<file path="config.mk">
export PLATFORM = sky130hd
export DESIGN_NAME = core_sequencer
export DESIGN_NICKNAME = d
export VERILOG_FILES = /design/src/rtl/core_sequencer_pkg.sv /design/src/rtl/core_regfile.sv /design/src/rtl/core_sequencer.sv
export SDC_FILE = /design/constraint.sdc
export NUM_CORES = 1
export LEC_CHECK = 0
export CORE_ASPECT_RATIO = 0.75
export CORE_MARGIN = 8
export CORE_UTILIZATION = 27
export DETAILED_ROUTE_END_ITERATION = 8
export PLACE_DENSITY = 0.49
export SYNTH_ARGS = -nofsm -noshare
export SYNTH_HDL_FRONTEND = slang
export SYNTH_SLANG_ARGS = --single-unit
</file>
<file path="constraint.sdc">
create_clock -name clk -period 2.6 [get_ports clk]
set_clock_uncertainty 0.15 [all_clocks]
set_input_delay 0.78 -clock clk [delete_from_list [all_inputs] [get_ports clk]]
set_output_delay 0.78 -clock clk [all_outputs]
set_load 0.01 [all_outputs]
</file>
<file path="src/rtl/core_sequencer_pkg.sv">
// Shared definitions for the 8-bit core sequencer: opcode/funct encodings,
// FSM state encoding and instruction field extraction.
package core_sequencer_pkg;

   typedef enum logic {
      OP_R = 1'b0,
      OP_B = 1'b1
   } op_e;

   typedef enum logic [1:0] {
      F_ADD = 2'd0,
      F_AND = 2'd1,
      F_OR  = 2'd2,
      F_XOR = 2'd3
   } r_funct_e;

   typedef enum logic {
      B_BEQ = 1'b0,
      B_BLT = 1'b1
   } b_funct_e;

   typedef enum logic [1:0] {
      ST_IDLE   = 2'd0,
      ST_FETCH  = 2'd1,
      ST_EXEC   = 2'd2,
      ST_COMMIT = 2'd3
   } state_e;

   // Instruction layout: rs1[7:6] rd[5:4] funct[3:2] b_funct[1] op[0], imm[7:2]
   function automatic op_e f_op(input logic [7:0] ir);
      return op_e'(ir[0]);
   endfunction

   function automatic b_funct_e f_b_funct(input logic [7:0] ir);
      return b_funct_e'(ir[1]);
   endfunction

   function automatic r_funct_e f_funct(input logic [7:0] ir);
      return r_funct_e'(ir[3:2]);
   endfunction

   function automatic logic [1:0] f_rd(input logic [7:0] ir);
      return ir[5:4];
   endfunction

   function automatic logic [1:0] f_rs1(input logic [7:0] ir);
      return ir[7:6];
   endfunction

   function automatic logic [5:0] f_imm(input logic [7:0] ir);
      return ir[7:2];
   endfunction

endpackage

</file>
<file path="src/rtl/core_regfile.sv">
// 4-entry register file: two async operand read ports, one async debug read
// port and a single synchronous write port shared by the core and debug.
module core_regfile #(
   parameter int DW = 8
) (
   input  logic          clk,
   input  logic          rst,
   input  logic          i_core_we,
   input  logic [1:0]    i_core_sel,
   input  logic [DW-1:0] i_core_wdata,
   input  logic          i_dbg_we,
   input  logic [1:0]    i_dbg_sel,
   input  logic [DW-1:0] i_dbg_wdata,
   input  logic [1:0]    i_rs1_sel,
   input  logic [1:0]    i_rd_sel,
   output logic [DW-1:0] o_rs1_data,
   output logic [DW-1:0] o_rd_data,
   output logic [DW-1:0] o_dbg_rdata
);

   logic [DW-1:0] r_regs [4];
   logic          w_we;
   logic [1:0]    w_sel;
   logic [DW-1:0] w_wdata;

   // The sequencer never enables both sources in the same cycle; core wins anyway.
   assign w_we    = i_core_we | i_dbg_we;
   assign w_sel   = i_core_we ? i_core_sel   : i_dbg_sel;
   assign w_wdata = i_core_we ? i_core_wdata : i_dbg_wdata;

   // NOTE: this storage is reset because the architecture defines all registers
   // as zero after reset; a large RAM would normally be left unreset.
   always_ff @(posedge clk or posedge rst) begin
      if (rst) begin
         for (int i = 0; i < 4; i++) r_regs[i] <= '0;
      end else if (w_we) begin
         // NOTE: state updates use <= so every register samples pre-edge values.
         r_regs[w_sel] <= w_wdata;
      end
   end

   assign o_rs1_data  = r_regs[i_rs1_sel];
   assign o_rd_data   = r_regs[i_rd_sel];
   assign o_dbg_rdata = r_regs[i_dbg_sel];

endmodule

</file>
<file path="src/rtl/core_sequencer.sv">
// Fetch/execute controller for the 8-bit core: fetches into IR, drives the
// external ALU, and commits either a register writeback or a PC offset.
module core_sequencer
   import core_sequencer_pkg::*;
#(
   parameter int DW = 8,
   parameter int IW = 8,
   parameter int PW = 8
) (
   input  logic          clk,
   input  logic          rst,
   input  logic          run_en,
   output logic          imem_req,
   output logic [PW-1:0] imem_addr,
   input  logic          imem_ack,
   input  logic [IW-1:0] imem_data,
   output logic [IW-1:0] alu_instruction,
   output logic [DW-1:0] alu_rs1_data,
   output logic [DW-1:0] alu_rd_data,
   input  logic [DW-1:0] alu_out,
   output logic [PW-1:0] pc,
   output logic          retire,
   output logic          busy,
   input  logic          dbg_we,
   input  logic [1:0]    dbg_sel,
   input  logic [DW-1:0] dbg_wdata,
   output logic [DW-1:0] dbg_rdata
);

   state_e        r_state;
   state_e        w_next_state;
   logic [PW-1:0] r_pc;
   logic [IW-1:0] r_ir;
   logic [DW-1:0] r_result;
   logic          w_core_we;
   logic          w_dbg_we;

   always_ff @(posedge clk or posedge rst) begin
      if (rst) r_state <= ST_IDLE;
      else     r_state <= w_next_state;
   end

   // NOTE: default assignment first so no path through the case infers a latch.
   always_comb begin
      w_next_state = r_state;
      unique case (r_state)
         ST_IDLE:   if (run_en) w_next_state = ST_FETCH;
         ST_FETCH:  if (imem_ack) w_next_state = ST_EXEC;
         ST_EXEC:   w_next_state = ST_COMMIT;
         ST_COMMIT: w_next_state = run_en ? ST_FETCH : ST_IDLE;
         default:   w_next_state = ST_IDLE;
      endcase
   end

   always_comb begin
      imem_req  = (r_state == ST_FETCH);
      retire    = (r_state == ST_COMMIT);
      busy      = (r_state != ST_IDLE);
      w_core_we = (r_state == ST_COMMIT) && (f_op(r_ir) == OP_R);
      w_dbg_we  = (r_state == ST_IDLE) && dbg_we;
   end

   always_ff @(posedge clk or posedge rst) begin
      if (rst) begin
         r_pc     <= '0;
         r_ir     <= '0;
         r_result <= '0;
      end else begin
         if (r_state == ST_FETCH && imem_ack) r_ir <= imem_data;
         if (r_state == ST_EXEC) r_result <= alu_out;
         if (r_state == ST_COMMIT) begin
            // Branch offsets are unsigned and wrap modulo 2^PW.
            if (f_op(r_ir) == OP_R) r_pc <= r_pc + PW'(1);
            else                    r_pc <= r_pc + PW'(r_result);
         end
      end
   end

   core_regfile #(.DW(DW)) u_regfile (
      .clk          (clk),
      .rst          (rst),
      .i_core_we    (w_core_we),
      .i_core_sel   (f_rd(r_ir)),
      .i_core_wdata (r_result),
      .i_dbg_we     (w_dbg_we),
      .i_dbg_sel    (dbg_sel),
      .i_dbg_wdata  (dbg_wdata),
      .i_rs1_sel    (f_rs1(r_ir)),
      .i_rd_sel     (f_rd(r_ir)),
      .o_rs1_data   (alu_rs1_data),
      .o_rd_data    (alu_rd_data),
      .o_dbg_rdata  (dbg_rdata)
   );

   assign imem_addr       = r_pc;
   assign pc              = r_pc;
   assign alu_instruction = r_ir;

endmodule

</file>
After elaboration in Yosys (flattened, before gate mapping)
Index checks and enable logic that the tools add are counted.
{"block": "totals", "ff_bits": 58, "input_bits": 31, "output_inout_bits": 51, "word_cells": 52}
{"block": "classes", "addsub": 2, "magnitude_cmp": 5, "n_eq_ne": 5, "muxes": 19, "n_bitwise": 6, "reduce_logical": 7}
{"op": "8-bit two-way mux", "n": 9}
{"op": "8-bit binary-select mux with 2-bit select", "n": 3}
{"op": "32-bit bitwise mux", "n": 1}
{"op": "8-bit demux with 2-bit select", "n": 1}
{"op": "3-bit >= comparator (second input constant)", "n": 4}
{"op": "2-bit inverter with 3-bit output", "n": 4}
{"op": "8-bit by 1-bit adder with 8-bit output (second input constant)", "n": 1}
{"op": "8-bit adder", "n": 1}
{"op": "2-bit one-hot mux with 4 select lines", "n": 1}
{"op": "2-bit two-way mux", "n": 3}
{"op": "2-bit == test (second input constant)", "n": 2}
{"op": "1-bit logical AND", "n": 4}
{"op": "3-bit by 1-bit less-than comparator with 1-bit output (second input constant)", "n": 1}
{"op": "2-bit by 1-bit == test with 1-bit output (second input constant)", "n": 1}
{"op": "2-bit logical NOT", "n": 1}
{"op": "2-bit by 1-bit inequality test with 1-bit output (second input constant)", "n": 1}
{"op": "2-bit inequality test (second input constant)", "n": 1}
{"op": "2-bit AND reduction", "n": 1}
{"op": "2-bit nonzero test", "n": 1}
{"op": "1-bit two-way mux", "n": 1}
{"op": "1-bit inverter", "n": 1}
{"op": "1-bit OR", "n": 1}

Logic depth before layout (Yosys ltp)
Gate-level depths: netlist of the first run.
{"block": "logic_depth", "word_depth": 9, "ltp_mapped": 9, "ltp_nobuf": 8}

Modules after synthesis
Synthesis of the first run repeated with hierarchy kept, for this count alone.
{"block": "hier_totals", "hier_cells": 246, "hier_area_um2": 3449.6}
{"module": "core_regfile", "n_inst": 1, "cells_each": 117, "area_each_um2": 1970.6, "seq_area_each_um2": 800.8}
{"module": "core_sequencer", "n_inst": 1, "cells_each": 129, "area_each_um2": 1478.9, "seq_area_each_um2": 650.6}

Worst setup path after synthesis of the first run
No wires, ideal clock.
{"block": "synth_timing", "kind": "in2out", "start": "in dbg_sel[0]", "end": "out dbg_rdata[0]", "arrival_ns": 1.570, "t_required_ns": 1.670, "slack_ns": 0.100, "cell_stages": 2, "path_buffers": 1, "path_cell_list": "buf_2 > mux4_2"}
{"block": "synth_between", "elab_chain_cells": 4}
{"item": "start: declaration", "line": "core_sequencer.sv:25", "text": "input logic [1:0] dbg_sel,"}
{"item": "2-bit inverter with 3-bit output (not written as such)", "line": "core_regfile.sv:44", "text": "assign o_dbg_rdata = r_regs[i_dbg_sel];"}
{"item": "8-bit binary-select mux with 2-bit select", "line": "core_regfile.sv:44"}
{"item": "8-bit two-way mux (not written as such) (2 in a row)", "line": "core_regfile.sv:44"}
{"item": "end: declaration", "line": "core_sequencer.sv:27", "text": "output logic [DW-1:0] dbg_rdata"}
No other way between the ends. The select of a mux whose other input is x is not followed.

Worst setup path after layout of the first run
{"block": "layout_timing", "start": "in dbg_sel[0]", "end": "out dbg_rdata[1]"}
Same word-level chain as after synthesis.

==> results of run 1 <==
-- power by group --
| group | switching, mW | leakage, nW | internal [mW] | total [mW] |
|---|---|---|---|---|
| Combinational | 1.67 | 1.25 | 2.32 | 3.99 |
| Sequential | 0.434 | 0.693 | 1.38 | 1.81 |
| Clock | 0.405 | 0.156 | 0.860 | 1.26 |
| Total | 2.51 | 2.10 | 4.56 | 7.07 |
-- layer usage --
metal	up-vias	GRT usage (%)	wire length, um
li1	1180	-	-
met2	83	17.1	4030
met3	11	4.76	741
met1	1241	14.7	4440
met5	-	0	0
met4	0	4.13	116
-- Yosys cell counts (2+ instances only) --
library cell	n
mux2_4	9
mux2i_1	3
clkbuf_1	7
inv_1	12
nand3_1	2
and2_1	5
o21ai_0	3
nand2_2	2
buf_4	9
buf_6	2
o2111ai_1	2
and3_1	3
a211oi_1	3
a2bb2oi_1	2
dfrtp_1	58
buf_2	4
o21a_1	2
nor2_1	3
o211ai_1	4
nand2_1	9
nor3_1	2
a21oi_1	3
nand2b_1	2
a21o_1	3
mux2_2	51
mux4_2	24
ha_1	12
o21bai_1	2
-- critical path, delay by kind of cell --
family	cells	cell delay, ns
multiplexers	1	0.49
buffers and inverters	3	0.34
-- state kept, by name, summed over array words and instances, names as in the netlist --
| signal | flops |
|---|---|
| r_result | 8 |
| alu_instruction | 8 |
| r_state | 2 |
| u_regfile.r_regs | 32 |
| imem_addr | 8 |
-- stage by stage --
step / utilization (%) / TNS (ns) / hold slack, ns / area (um^2) / cells
2_1_floorplan: - / 0 / 0.340 / 3530 / 261
3_3_place_gp: 35.8 / -7.98 / 0.338 / 4620 / 509
3_5_place_dp: 35.8 / -7.80 / 0.346 / 4620 / 509
4_1_cts: 38.4 / 0 / 0.368 / 4940 / 530
5_1_grt: 38.4 / 0 / 0.385 / 4940 / 532
6_report: 38.4 / 0 / 0.366 / 4940 / 532
-- what timing repair did --
action | 4_1_cts | 5_1_grt
hold buffers | 0 | 0
setup endpoints to repair | 26 | 16
buffers inserted | 5 | 2
gates cloned | 0 | 0
resized for setup | 76 | 9
-- how the worst min path moves through the flow --
stage	end	slack, ns	depth (start not counted)
2_1_floorplan	r_result[0]$_DFFE_PP0N_	0.34	1
5_1_grt	alu_instruction[1]$_DFFE_PP0P_	0.38	1
6_report	alu_instruction[2]$_DFFE_PP0P_	0.37	1
3_5_place_dp	alu_instruction[1]$_DFFE_PP0P_	0.35	1
4_1_cts	alu_instruction[3]$_DFFE_PP0P_	0.37	1
3_3_place_gp	alu_instruction[3]$_DFFE_PP0P_	0.34	1
-- placed cells by master, fill, tap and decap left out, drive strengths merged, types with 2 or more instances in the layout --
| cell | count |
|---|---|
| a211oi | 3 |
| a21o | 3 |
| a21oi | 3 |
| a2bb2oi | 2 |
| and2 | 5 |
| and3 | 3 |
| buf | 35 |
| bufinv | 2 |
| clkbuf | 17 |
| clkdlybuf4s15 | 8 |
| clkdlybuf4s50 | 53 |
| clkinv | 3 |
| dfrtp | 58 |
| dlygate4sd2 | 4 |
| ha | 12 |
| inv | 12 |
| mux2 | 60 |
| mux2i | 3 |
| mux4 | 24 |
| nand2 | 11 |
| nand2b | 3 |
| nand3 | 2 |
| nor2 | 3 |
| nor2b | 2 |
| nor3 | 2 |
| o2111ai | 2 |
| o211ai | 4 |
| o21a | 2 |
| o21ai | 3 |
| o21bai | 2 |
-- kinds of logic after synthesis --
logic type,after synthesis,share of synthesized area (%)
buffers and inverters,35,5.24
muxes,87,36.2
adders and majority gates,13,4.82
xor gates and xnor gates,1,0.248
AOI/OAI and AO/OA,32,6.80
and+or+nand+nor,35,5.56
DFF,58,41.1
-- final cells by class --
type | instances | area (um^2)
clock buffers | 11 | 243
clock inverters | 5 | 77.6
fillers | 1248 | 7940
inverters | 13 | 48.8
multi-input cells | 168 | 1900
flip-flops and latches | 58 | 1450
well taps | 171 | 214
repair buffers | 106 | 1000
==> flow_metrics.py, run 1 <==
metrics = {
    "run_status": {
        "outcome": "finished, final reports clean",
    },
    "floorplan": {
        "die_x_um": 148,
        "fp-row-count": 36,
        "die_h_um": 115,
        "ios": 82,
        "coreArea_um2": 12900,
        "initial_core_util_pct": 27.4,
        "dieArea_um2": 17000,
    },
    "critical_path": {
        "regToRegEndpoint": "imem_addr[7]$_DFFE_PP0N_",
        "cp_max_fo": 8,
        "cp-start-kind": "input pin",
        "rr_worst_depth": 6,
        "endpoint": "dbg_rdata[1]",
        "slowest_delay_ns": 0.49,
        "r2r_start": "alu_instruction[0]$_DFFE_PP0P_",
        "critPathSlowestCell": "mux4_2",
        "endpoint_kind": "output port",
        "worstSetupPathType": "in2out",
        "startpoint": "dbg_sel[0]",
        "crit_required_ns": 1.67,
        "arrival_ns": 1.62,
        "path_cells": "buf_6 > buf_12 > mux4_2 > buf_2",
        "rrSetupSlack_ns": 0.29,
    },
    "synthesis": {
        "synthArstFlopShare_pct": 100,
        "synth_area_leaders": "dfrtp_1 (41%), mux2_2 (16%), mux4_2 (15%)",
        "synthDominantCellAreaShare_pct": 41.1,
        "ys_ff_latch": 58,
        "netlist_area_um2": 3530,
        "synth_flop_cell": "dfrtp_1",
        "ys_warn_count": 0,
        "netlist_instances": 261,
        "syn_nets": 305,
        "syn_area_per_cell_um2": 13.5,
        "synth_cell_types": 46,
        "synth_edf_count": 0,
        "yosysSeqAreaShare_pct": 41.1,
        "synth.largest_area_cell": "dfrtp_1",
    },
    "power": {
        "powerDensity_nw_per_um2": 1430,
        "power_leakage_nw": 2.10,
        "ir_drop_uv": 464,
        "power_mw": 7.07,
    },
    "cts": {
        "cts_tree": "built",
        "cts_inserted_buffers": 9,
        "clockRootBuffer": "clkbuf_16",
        "clk_latency_ns": 0.33,
        "cts.clk_slew.worst_paths_ns": 0.05,
        "clock-sinks": 58,
        "htreeDepth": 3,
        "clockBufferDepth": 2,
    },
    "sta": {
        "drv_slew": 0,
        "report.final.hold_viol_count": 0,
        "setup_viol": 0,
        "layout_setup_ws_ns": 0.0452,
        "tightest_slew_ns": 0.441,
        "max-slew-margin-rel_pct": 70.6,
        "rsz0062_at_grt": "false",
        "fmaxAchievable_mhz": 391,
        "post-route-period-util_pct": 98.3,
        "period_needed_ns": 2.55,
    },
    "route": {
        "drt-wirelength-per-cell_um": 17.5,
        "num_vias": 2515,
        "final_antenna_net_count": 0,
        "via_per_inst": 4.73,
        "drt_iter0_drc": 130,
        "drt-total-wl_um": 9330,
        "dr.pass1.iters": 4,
        "drc": 0,
    },
    "worst_hold_path": {
        "hold_class": "reg2reg",
        "min_from": "alu_instruction[2]$_DFFE_PP0P_",
    },
    "layout": {
        "insertedDiodeCount": 0,
        "syn2layout_area_growth_pct": 39.9,
        "finalNetCount": 400,
        "drive_above_1_share_pct": 40.7,
    },
    "placed_design": {
        "dp_slack_ns": -0.781,
        "place_hpwl_um": 7100,
        "gp_congestion": 0.784,
        "port_buffers": 81,
    },
    "global_route": {
        "gr-total-overflow": 0,
        "antenna_found_initial": 0,
        "grt_pass1_vias": 2632,
        "grt_start_max_net_pins": 59,
        "grt_pass1_wl_um": 15000,
        "track_usage_pct": 11.5,
    },
    "run": {
        "cap_violations": 0,
    },
}
(Power assumes the default switching activity.)
==> run 2, diff against run 1 <==
--- a/config.mk
+++ b/config.mk
@@ -8,6 +8,7 @@
 export CORE_ASPECT_RATIO = 0.75
 export CORE_MARGIN = 8
 export CORE_UTILIZATION = 27
+export CTS_CLUSTER_SIZE = 30
 export DETAILED_ROUTE_END_ITERATION = 8
 export PLACE_DENSITY = 0.49
 export SYNTH_ARGS = -nofsm -noshare
==> results of run 2 <==
Final layout, timing and power as in run 1 (identical DEF).
